==> config.mk <==
export PLATFORM = sky130hd
export DESIGN_NAME = uart_tx
export DESIGN_NICKNAME = d
export VERILOG_FILES = /design/src/rtl/uart_tx.sv
export SDC_FILE = /design/constraint.sdc
export NUM_CORES = 1
export LEC_CHECK = 0
export ABC_AREA = 0
export CORE_UTILIZATION = 50
export DETAILED_ROUTE_END_ITERATION = 8
export PLACE_DENSITY_LB_ADDON = 0.15
export SYNTH_ARGS = -nofsm -noshare
export SYNTH_HDL_FRONTEND = slang
export SYNTH_SLANG_ARGS = --single-unit
==> constraint.sdc <==
create_clock -name Clk -period 1.8 [get_ports Clk]
set_input_delay 0.27 -clock Clk [delete_from_list [all_inputs] [get_ports Clk]]
set_output_delay 0.27 -clock Clk [all_outputs]
set_load 0.05 [all_outputs]
==> src/rtl/uart_tx.sv <==
// UART transmitter: pops bytes from the TX FIFO and sends 8N1 frames, LSB first, on Tx.
// Optional even-parity bit between data and stop when UART_TX_PARITY_EN is defined.
module uart_tx #(
  parameter int BIT_CYCLES = 868,
  parameter int DATA_BITS  = 8
) (
  input  logic                 Clk,
  input  logic                 Reset,
  output logic                 Tx,
  input  logic [DATA_BITS-1:0] DataIn,
  output logic                 ReadEnable,
  input  logic                 Empty,
  output logic                 Busy
);

  localparam int CNT_W = (BIT_CYCLES > 1) ? $clog2(BIT_CYCLES) : 1;
  localparam int IDX_W = (DATA_BITS > 1) ? $clog2(DATA_BITS) : 1;
  localparam logic [CNT_W-1:0] LAST_CNT = CNT_W'(BIT_CYCLES - 1);
  localparam logic [IDX_W-1:0] LAST_IDX = IDX_W'(DATA_BITS - 1);

  typedef enum logic [2:0] {
    IDLE,
    READ,
    WAIT,
    START,
    DATA,
`ifdef UART_TX_PARITY_EN
    PARITY,
`endif
    STOP
  } state_t;

  state_t               state;
  logic [CNT_W-1:0]     cnt;
  logic [IDX_W-1:0]     idx;
  logic [DATA_BITS-1:0] shift;
  logic                 bit_end;

`ifdef UART_TX_PARITY_EN
  logic parity;

  function automatic logic even_parity(input logic [DATA_BITS-1:0] d);
    return ^d;
  endfunction
`endif

  assign bit_end = (cnt == LAST_CNT);

  // Frame sequencer; every output is driven from this register stage.
  always_ff @(posedge Clk) begin
    if (Reset) begin
      state      <= IDLE;
      Tx         <= 1'b1;
      ReadEnable <= 1'b0;
      Busy       <= 1'b0;
      cnt        <= '0;
      idx        <= '0;
      shift      <= '0;
`ifdef UART_TX_PARITY_EN
      parity     <= 1'b0;
`endif
    end else begin
      case (state)
        IDLE: begin
          Tx <= 1'b1;
          if (!Empty) begin
            state      <= READ;
            ReadEnable <= 1'b1;
            Busy       <= 1'b1;
          end else begin
            ReadEnable <= 1'b0;
            Busy       <= 1'b0;
          end
        end
        READ: begin
          ReadEnable <= 1'b0;
          state      <= WAIT;
        end
        // FIFO data is valid here, one cycle after the pop strobe.
        WAIT: begin
          shift <= DataIn;
`ifdef UART_TX_PARITY_EN
          parity <= even_parity(DataIn);
`endif
          Tx    <= 1'b0;
          cnt   <= '0;
          state <= START;
        end
        START: begin
          if (bit_end) begin
            cnt   <= '0;
            idx   <= '0;
            Tx    <= shift[0];
            state <= DATA;
          end else begin
            cnt <= cnt + 1'b1;
          end
        end
        DATA: begin
          if (bit_end) begin
            cnt   <= '0;
            shift <= shift >> 1;
            if (idx == LAST_IDX) begin
`ifdef UART_TX_PARITY_EN
              Tx    <= parity;
              state <= PARITY;
`else
              Tx    <= 1'b1;
              state <= STOP;
`endif
            end else begin
              idx <= idx + 1'b1;
              Tx  <= shift[1];
            end
          end else begin
            cnt <= cnt + 1'b1;
          end
        end
`ifdef UART_TX_PARITY_EN
        PARITY: begin
          if (bit_end) begin
            cnt   <= '0;
            Tx    <= 1'b1;
            state <= STOP;
          end else begin
            cnt <= cnt + 1'b1;
          end
        end
`endif
        STOP: begin
          if (bit_end) begin
            cnt   <= '0;
            Tx    <= 1'b1;
            Busy  <= 1'b0;
            state <= IDLE;
          end else begin
            cnt <= cnt + 1'b1;
          end
        end
        default: begin
          state      <= IDLE;
          Tx         <= 1'b1;
          ReadEnable <= 1'b0;
          Busy       <= 1'b0;
          cnt        <= '0;
          idx        <= '0;
        end
      endcase
    end
  end

endmodule
Word level (Yosys, flattened, before mapping)
Cells that the tools add are included.

word-level totals
  register bits = 27
  word-level logic and storage cells = 59

cells by class
  add/subtract/negate cells = 2
  equality and inequality tests = 13
  muxes and demuxes = 22
  bitwise logic cells = 3
  reductions and logical operators = 12

operators with widths
  operator                                                          count
  3-bit 2-to-1 mux                                                  7
  10-bit case mux with 2 select lines                               1
  3-bit case mux with 6 select lines                                1
  8-bit case mux with 2 select lines                                1
  2-bit inequality test (second input constant)                     6
  4-bit OR reduction                                                3
  10-bit by 1-bit adder with 10-bit output (second input constant)  1
  10-bit == test (second input constant)                            1
  10-bit 2-to-1 mux                                                 1
  3-bit == test (second input constant)                             3
  3-bit case mux with 3 select lines                                1
  8-bit 2-to-1 mux                                                  1
  4-bit AND reduction                                               2
  3-bit by 2-bit == test with 1-bit output (second input constant)  2
  1-bit 2-to-1 mux                                                  6
  1-bit case mux with 5 select lines                                1
  5-bit AND reduction                                               1
  2-bit AND reduction                                               2
  3-bit by 1-bit adder with 3-bit output (second input constant)    1
  3-bit by 1-bit == test with 1-bit output (second input constant)  1
  3-bit logical NOT                                                 1
  1-bit inverter                                                    3
  1-bit case mux with 3 select lines                                1
  3-bit OR reduction                                                1
  3 further kinds                                                   3

Longest topological paths before layout
Gate-level depths: netlist of the first run.

  depth after elaboration = 4
  gate-level depth with buffers = 8
  gate-level depth less buffers = 6

Worst setup path before layout of the first run
OpenSTA, ideal clock, no wires.

  kind = reg2reg
  start = reg state[1]
  end = reg cnt[9]
  arrival time = 1692 ps
  path slack = -20 ps
  stages on the path, launching flop included = 9
  clock period less this slack = 1820 ps
  cells stage by stage = dfxtp_1 > buf_2 > inv_1 > ha_1 > clkbuf_1 > nand4b_1 > nor3_1 > xnor2_1 > nor2_1

between the ends
  cells in the longest elaborated chain, start to end = 3
  elaborated cells between the ends (all ways) = 8
  those cells by class = eq/ne (4); mux (1); reduce/logical (3)

ends and longest elaborated chain
  element                                                                    RTL line  text
  from (decl)                                                                33        state_t state;
  from (signal assigned)                                                     52        state <= IDLE;
  from (signal assigned)                                                     67        state <= READ;
  from (signal assigned)                                                     77        state <= WAIT;
  3-bit == test, or another cell as far along                                63        case (state)
  3-bit OR reduction (no line) / 2-bit OR reduction (equally long branches)  --
  10-bit case mux with 2 select lines                                        63
  to (signal assigned)                                                       96        cnt <= cnt + 1'b1;
  to (signal assigned)                                                       116       cnt <= cnt + 1'b1;
  to (signal assigned)                                                       137       cnt <= cnt + 1'b1;
  to (decl)                                                                  34        logic [CNT_W-1:0] cnt;

Several ways; a longest one is shown, not always the timed one.
A chain may end at the register's enable or synchronous reset.

Worst setup path in the final report of the first run
  start = reg ReadEnable
  end = out ReadEnable

RTL lines
  element                 RTL line  text
  from (decl)             11        output logic ReadEnable,
  from (signal assigned)  54        ReadEnable <= 1'b0;
  from (signal assigned)  68        ReadEnable <= 1'b1;
  from (signal assigned)  71        ReadEnable <= 1'b0;

No word-level cell between the ends.

==> results of run 1 <==
## power by group through the flow
stage | sequential [mW] | clock (mW) | combinational [mW]
after CTS | 0.644 | 0.272 | 0.209
after detailed placement | 0.658 | 0 | 0.209
final | 0.645 | 0.259 | 0.212
after global placement | 0.655 | 0 | 0.203
after global routing | 0.649 | 0.291 | 0.234
after floorplan | 0.675 | 0 | 0.127
## cells by family (layout without fill, tap and decap cells)
kind of cell | Yosys count | count (layout) | share of synthesized area, %
AO/OA/AOI/OAI | 36 | 36 | 20.7
XOR/XNOR | 9 | 9 | 5.45
adder cells (fa/ha/maj) | 5 | 5 | 4.33
buffers and inverters | 15 | 30 | 5.28
flip-flops | 27 | 27 | 37.4
multiplexers | 10 | 10 | 7.01
AND/OR/NAND/NOR | 53 | 53 | 19.9
## area by class of cell
type	instances	area, sq um	area share (%)
multi-input combinational	113	842	50.7
tap	31	38.8	2.34
timing repair buffer	21	190	11.5
clock buffer	3	22.5	1.36
sequential	27	543	32.7
clock inverter	1	5.00	0.301
inverter	5	18.8	1.13
## layout by cell type (no fill, tap or decap), types with 2 or more instances in the layout
| cell type | n |
|---|---|
| nor3b_1 | 2 |
| nor3_1 | 3 |
| o21ai_0 | 3 |
| dfxtp_1 | 25 |
| dfxtp_2 | 2 |
| nand4b_1 | 3 |
| buf_4 | 9 |
| a31oi_1 | 2 |
| mux2i_1 | 9 |
| nand3_1 | 2 |
| ha_1 | 4 |
| clkdlybuf4s50_1 | 11 |
| nand2_1 | 9 |
| and3_1 | 2 |
| clkbuf_4 | 3 |
| nand3b_1 | 2 |
| nor2_1 | 20 |
| a21oi_1 | 9 |
| a311oi_1 | 7 |
| xor2_1 | 3 |
| nor2b_1 | 3 |
| xnor2_1 | 6 |
| a22o_1 | 2 |
| inv_1 | 5 |
## worst min path at each step
stage	from	to	slack, ns	cells after the start
2_1_floorplan	idx[1]$_SDFFE_PP0P_	idx[1]$_SDFFE_PP0P_	0.45	1
5_1_grt	idx[2]$_SDFFE_PP0P_	idx[2]$_SDFFE_PP0P_	0.53	1
4_1_cts	idx[1]$_SDFFE_PP0P_	idx[1]$_SDFFE_PP0P_	0.51	1
6_report	idx[2]$_SDFFE_PP0P_	idx[2]$_SDFFE_PP0P_	0.50	1
3_5_place_dp	idx[1]$_SDFFE_PP0P_	idx[1]$_SDFFE_PP0P_	0.47	1
3_3_place_gp	idx[1]$_SDFFE_PP0P_	idx[1]$_SDFFE_PP0P_	0.46	1
## flip-flops by register name (all words and copies together), names as in the netlist
signal,cells
idx,3
state,3
shift,8
ReadEnable,1
cnt,10
Tx,1
Busy,1
## Yosys cell counts, types with 3 or more instances
cell and count:
nor2_1 20, mux2i_1 9, buf_2 4, o21ai_0 3, a21oi_1 9, a311oi_1 7
nor3_1 3, xor2_1 3, ha_1 5, inv_1 5, dfxtp_1 27, nor2b_1 3
nand4b_1 3, clkbuf_1 3, xnor2_1 6, nand2_1 9
## layer usage
metal  vias up  global-route usage, %  routed length (um)
li1        594                      -                   -
met4         0                   7.14                  16
met3         2                   2.33                  79
met1       540                   25.0                1290
met2        17                   31.0                1250
met5         -                      0                   0
==> out/qor.csv, run 1 <==
metric,value,unit
reg2regPathDepth,5,
cp.buffers_inverters,1,
ys_seq_elements,27,
overflow,0,
r2r_end,state[0]$_SDFFE_PP0P_,
p_sw,0.309,mW
grt_pass1_vias,1106,
critPathCapture,ReadEnable,
gp_congestion,0.800,
synth_top_area_cell,dfxtp_1,
hold_viol_final,0,
synthArstFlopShare,0,%
cts_hold_buf,0,
cts.sinks,27,
yosys.area.top_type_share,37.4,%
cts_tree,built,
hpwl,1.93,mm
synth_edf_count,0,
syn_avg_cell_area,9.33,sq um
worst_pin_slew,0.495,ns
drive_above_1_share,15.3,%
synth_area,1450,sq um
drcViolationCount,0,
cts-resized-gates,0,
postCtsSetupRepairBufs,0,
hold-worst-slack,0.502,ns
internal_power,0.807,mW
pwr-share-clk,23.2,%
area_growth,14.8,%
start_util,52.5,%
core_area,2760,sq um
critPathKind,register to output pin,
num_antenna_cells,0,
grt_usage,18.8,%
power,1.12,mW
syn_inst,155,
layout_setup_ws,0.0571,ns
io_buffers,13,
cts-root-buf,clkbuf_4,
end_kind,output pin,
hp-class,register to register,
antenna_found_initial,0,
grt_max_degree,18,
ant_nets,0,
rsz0062_at_grt,false,
clock_path_buffers,2,
rows,19,
setup_violations,0,
slew_headroom,66.9,%
combPwrFrac,19.0,%
pwr_density_cell,672,nW/um^2
arrival,1.47,ns
htree_levels,1,
ys_types,45,
design.die.area,3110,sq um
pwr-share-seq,57.8,%
crit_fanout,2,
max_stage_delay,0.80,ns
swShare,27.7,%
die_h,55.8,um
post-route-util,60.2,%
grt_pass1_wl,4.71,mm
fin_crit_sh,96.8,%
pre_cts_slack,0.0634,ns
fin_crit,1.74,ns
cp-startpoint,ReadEnable$_SDFFE_PP0N_,
r2r_start,cnt[0]$_SDFFE_PP0N_,
clk_latency,0.32,ns
numCtsBuffers,3,
outcome,"finished, final reports clean",
yosysSeqAreaShare,37.4,%
path_delay_family,buffers and inverters,
slowest_stage,clkdlybuf4s50_1,
synth_nets,171,
ys.flop_type,dfxtp_1,
pin_count,14,
n_fill_cell,266,
first_iter_violations,28,
tns,0,ns
drv_cap,0,
ys_top_cells_by_area,"dfxtp_1, mux2i_1, nor2_1",
final_cells,201,
drtPass1Iterations,4,
routed_wl,2.63,mm
place_area,1620,sq um
slew_violations,0,
fin_nets,187,
path_cells,clkdlybuf4s50_1,
vias,1153,
wl_per_cell,13.1,um
path_clk_slew,0.14,ns
routed_via_density,5.74,
placed_cells,197,
r2r_slack,0.14,ns
startpoint_type,register,
cp_num_cells,1,
fmax,574,MHz
vdd_drop_max,0.478,mV
yosysWarnings,0,
fp.dieW,55.8,um
cp_data_required_time,1.53,ns
skew,0.00993,ns
leakagePower,0.571,nW
final_cell_area,1660,sq um
Power figures use the tool's default switching activity.
==> run 2: changes to the inputs <==
--- a/config.mk
+++ b/config.mk
@@ -6,6 +6,7 @@
 export NUM_CORES = 1
 export LEC_CHECK = 0
 export ABC_AREA = 0
+export CORE_ASPECT_RATIO = 0.8
 export CORE_UTILIZATION = 50
 export DETAILED_ROUTE_END_ITERATION = 8
 export PLACE_DENSITY_LB_ADDON = 0.15
==> run 2 against run 1 <==
Via count up 1.9%. Total power is 0.84% higher. Combinational power hardly changed. Final cell count is 4.0% higher. Die area about the same. Register-to-register slack barely moved. Largest cell class unchanged.
==> out/qor.csv, run 2 (synthesis results as in run 1) <==
metric,value,unit
routed_wl,2.77,mm
clock_path_buffers,2,
cts_hold_buf,0,
crit_fanout,7,
vdd_drop_max,0.459,mV
cp-startpoint,state[1]$_SDFFE_PP0P_,
rsz0062_at_grt,false,
slowest_stage,dfxtp_1,
power,1.12,mW
vias,1175,
slew_violations,0,
path_cells,"inv_1, ha_1, nand4b_1, nor3_1, xnor2_1, nor2_1",
cts.sinks,27,
final_common_cell,dfxtp_1,
rows,17,
hold_viol_final,0,
max_stage_delay,0.36,ns
drv_cap,0,
final_cell_mix,"dfxtp_1, nor2_1, clkdlybuf4s50_1",
fmax,598,MHz
cts_tree,built,
post-route-util,61.4,%
pwr_density_cell,667,nW/um^2
end_kind,register,
clk_latency,0.32,ns
setup_violations,0,
drive_above_1_share,15.2,%
path_clk_slew,0.14,ns
grt_usage,19.4,%
gp_congestion,0.847,
grt_pass1_vias,1017,
design.die.area,3110,sq um
start_util,52.7,%
grt_max_degree,18,
top_register,cnt,
cp_data_required_time,2.01,ns
hp-class,register to register,
first_iter_violations,87,
numCtsBuffers,3,
outcome,"finished, final reports clean",
num_antenna_cells,0,
fin_crit_sh,92.9,%
routed_via_density,5.62,
leakagePower,0.593,nW
pin_count,14,
grt_pass1_wl,4.77,mm
critPathKind,register to register,
largest_reg_flops,10,
wl_per_cell,13.3,um
fin_crit,1.67,ns
drtPass1Iterations,4,
cts-root-buf,clkbuf_4,
ant_nets,0,
drcViolationCount,0,
area_growth,16.5,%
reg_top3,"cnt x10, shift x8",
tns,0,ns
fin_nets,188,
antenna_found_initial,0,
core_area,2740,sq um
startpoint_type,register,
skew,0.00502,ns
arrival,1.89,ns
fp.dieW,62.1,um
hpwl,1.96,mm
overflow,0,
slew_headroom,66.5,%
htree_levels,1,
io_buffers,13,
r2r_start,state[1]$_SDFFE_PP0P_,
die_h,50.1,um
worst_pin_slew,0.501,ns
min_from,idx[2]$_SDFFE_PP0P_,
==> run 2: cell type report <==
class                      count  area, sq um
clock buffer                   4         26.3
fill                         226         1060
inverter                       5         18.8
multi-input combinational    113          848
sequential                    27          543
tap                           38         47.5
timing repair buffer          22          201
==> run 2: worst paths after layout <==
check	end	slack, ns	cells past startpoint
min	idx[2]$_SDFFE_PP0P_	0.51	1
max	cnt[8]$_SDFFE_PP0N_	0.13	6
min reg2reg	idx[2]$_SDFFE_PP0P_	0.51	1
max reg2reg	cnt[8]$_SDFFE_PP0N_	0.13	6
==> run 2: critical path: cells and delay by family, from the launching register on <==
kind,cells,cell delay (ns)
XOR/XNOR,1,0.15
adder cells (fa/ha/maj),1,0.30
buffers and inverters,1,0.08
flip-flops,1,0.36
AND/OR/NAND/NOR,3,0.68
==> run 2: metal layers <==
layer | GRT usage (%) | share of wire (%) | vias up
met2 | 31.7 | 45 | 23
met3 | 4.40 | 3.9 | 2
li1 | - | - | 598
met4 | 5.43 | 0.61 | 0
met1 | 25.7 | 50 | 552
met5 | 0 | 0 | -
==> run 2: metrics by stage <==
stage | setup slack [ns] | hold WS [ns] | cells | cell area, sq um
floorplan | 0.0395 | 0.446 | 155 | 1450
global placement | 0.111 | 0.463 | 204 | 1630
detailed placement | -0.0261 | 0.471 | 204 | 1630
CTS | 0.0148 | 0.504 | 208 | 1660
global route | 0.00274 | 0.540 | 209 | 1690
finish | 0.128 | 0.509 | 209 | 1690
==> run 2: where the power goes <==
| part | internal (mW) | switching (mW) |
|---|---|---|
| Clock | 0.0869 | 0.178 |
| Combinational | 0.0980 | 0.112 |
| Sequential | 0.627 | 0.0226 |
==> run 2: repair_timing <==
item | 4_1_cts | 5_1_grt
gates cloned | 0 | 0
gates resized for setup | 3 | 5
pin swaps | 0 | 1
setup buffers | 0 | 1
endpoints found under the setup margin | 2 | 12
==> run 3: changes to the inputs <==
--- a/config.mk
+++ b/config.mk
@@ -7,6 +7,7 @@
 export LEC_CHECK = 0
 export ABC_AREA = 0
 export CORE_ASPECT_RATIO = 0.8
+export CORE_MARGIN = 2
 export CORE_UTILIZATION = 50
 export DETAILED_ROUTE_END_ITERATION = 8
 export PLACE_DENSITY_LB_ADDON = 0.15
==> run 3 against run 2 <==
Die area up 7.3%. Largest cell class unchanged. Critical path type unchanged. Highest routed layer unchanged. Final cell count fell by 1.4%. Combinational power fell by 6%. Non-clock buffer count shrank 3. Maximum frequency increased by 0.52%. Largest power group unchanged.
==> out/qor.csv, run 3 (synthesis results as in run 1) <==
metric,value,unit
outcome,"finished, final reports clean",
fp.dieW,64.1,um
p_sw,0.312,mW
routed_wl,2.81,mm
final_cell_mix,"dfxtp_1, nor2_1, clkdlybuf4s50_1",
crit_fanout,7,
cts-resized-gates,1,
startpoint_type,register,
hpwl,2.02,mm
path_clk_slew,0.14,ns
top_register,cnt,
reg2regPathDepth,5,
internal_power,0.802,mW
core_area,2770,sq um
final_common_cell,dfxtp_1,
critPathKind,register to register,
clock_path_buffers,2,
ant_nets,0,
slew_headroom,65.6,%
cts.sinks,27,
cts_hold_buf,0,
critPathCapture,state[0]$_SDFFE_PP0P_,
rsz0062_at_grt,true,
power,1.11,mW
fin_crit_sh,92.4,%
end_kind,register,
leakagePower,0.579,nW
post-route-util,60.0,%
pwr-share-seq,58.5,%
first_iter_violations,60,
grt_pass1_wl,4.69,mm
worst_pin_slew,0.516,ns
design.die.area,3340,sq um
pwr-share-clk,23.7,%
drtPass1Iterations,4,
cp-startpoint,cnt[0]$_SDFFE_PP0N_,
clk_latency,0.33,ns
largest_reg_flops,10,
cts-root-buf,clkbuf_4,
slew_violations,0,
fin_crit,1.66,ns
tns,0,ns
routed_via_density,5.67,
r2r_start,cnt[0]$_SDFFE_PP0N_,
cts_tree,built,
r2r_end,state[0]$_SDFFE_PP0P_,
setup_violations,0,
vias,1169,
hold_viol_final,0,
combPwrFrac,17.7,%
reg_top3,"cnt x10, shift x8",
hold-worst-slack,0.516,ns
fin_nets,185,
drive_above_1_share,13.7,%
fmax,601,MHz
drcViolationCount,0,
pin_count,14,
drv_cap,0,
area_growth,14.6,%
cp_data_required_time,2.04,ns
gp_congestion,0.807,
num_antenna_cells,0,
antenna_found_initial,0,
pwr_density_cell,672,nW/um^2
skew,0.00861,ns
die_h,52.1,um
wl_per_cell,13.7,um
io_buffers,13,
arrival,1.90,ns
swShare,28.0,%
numCtsBuffers,3,
grt_pass1_vias,1036,
grt_usage,18.4,%
r2r_slack,0.14,ns
vdd_drop_max,0.491,mV
grt_max_degree,18,
rows,17,
htree_levels,1,
postCtsSetupRepairBufs,0,
hp-class,register to register,
overflow,0,
start_util,52.3,%
[run 3: layout make-up]
type                            instances  area [sq um]
Clock buffer                            3          22.5
Tap cell                               38          47.5
Inverter                                5          18.8
Timing Repair Buffer                   19           179
Clock inverter                          1          5.00
Fill cell                             256          1110
Multi-Input combinational cell        113           842
Sequential cell                        27           543
[run 3: per-stage QoR]
stage	cells	cell area (sq um)	worst slack, ns
after floorplan	155	1450	0.0395
after global placement	202	1610	0.148
after detailed placement	202	1610	0.113
after CTS	206	1640	0.0258
after global routing	206	1660	-0.0337
final	206	1660	0.137
[run 3: metal layers]
metal	GRT usage, %	routed length, um	vias up
li1	-	-	592
met1	23.5	1420	557
met2	29.7	1280	15
met3	5.41	86	5
met4	7.09	32	0
met5	0	0	-
[run 3: power groups by stage]
stage          Sequential, mW  Clock [mW]  Combinational [mW]
2_1_floorplan           0.675           0               0.127
3_3_place_gp            0.662           0               0.192
3_5_place_dp            0.664           0               0.198
4_1_cts                 0.651       0.277               0.197
5_1_grt                 0.656       0.301               0.218
6_report                0.652       0.264               0.197
[run 3: worst min-delay path by stage]
| stage | startpoint | to | depth (start not counted) |
|---|---|---|---|
| floorplan | idx[1]$_SDFFE_PP0P_ | idx[1]$_SDFFE_PP0P_ | 1 |
| global placement | idx[1]$_SDFFE_PP0P_ | idx[1]$_SDFFE_PP0P_ | 1 |
| detailed placement | idx[1]$_SDFFE_PP0P_ | idx[1]$_SDFFE_PP0P_ | 1 |
| CTS | DataIn[7] | shift[7]$_SDFFE_PP0P_ | 3 |
| global route | DataIn[7] | shift[7]$_SDFFE_PP0P_ | 3 |
| finish | idx[1]$_SDFFE_PP0P_ | idx[1]$_SDFFE_PP0P_ | 1 |
[run 3: worst max-delay path, cell delays in order, from the launching register on]
cell and delay, ns:
dfxtp_2 0.39, ha_2 0.21, and4bb_4 0.28, and3_4 0.24, o21ai_1 0.09, a2111oi_2 0.36
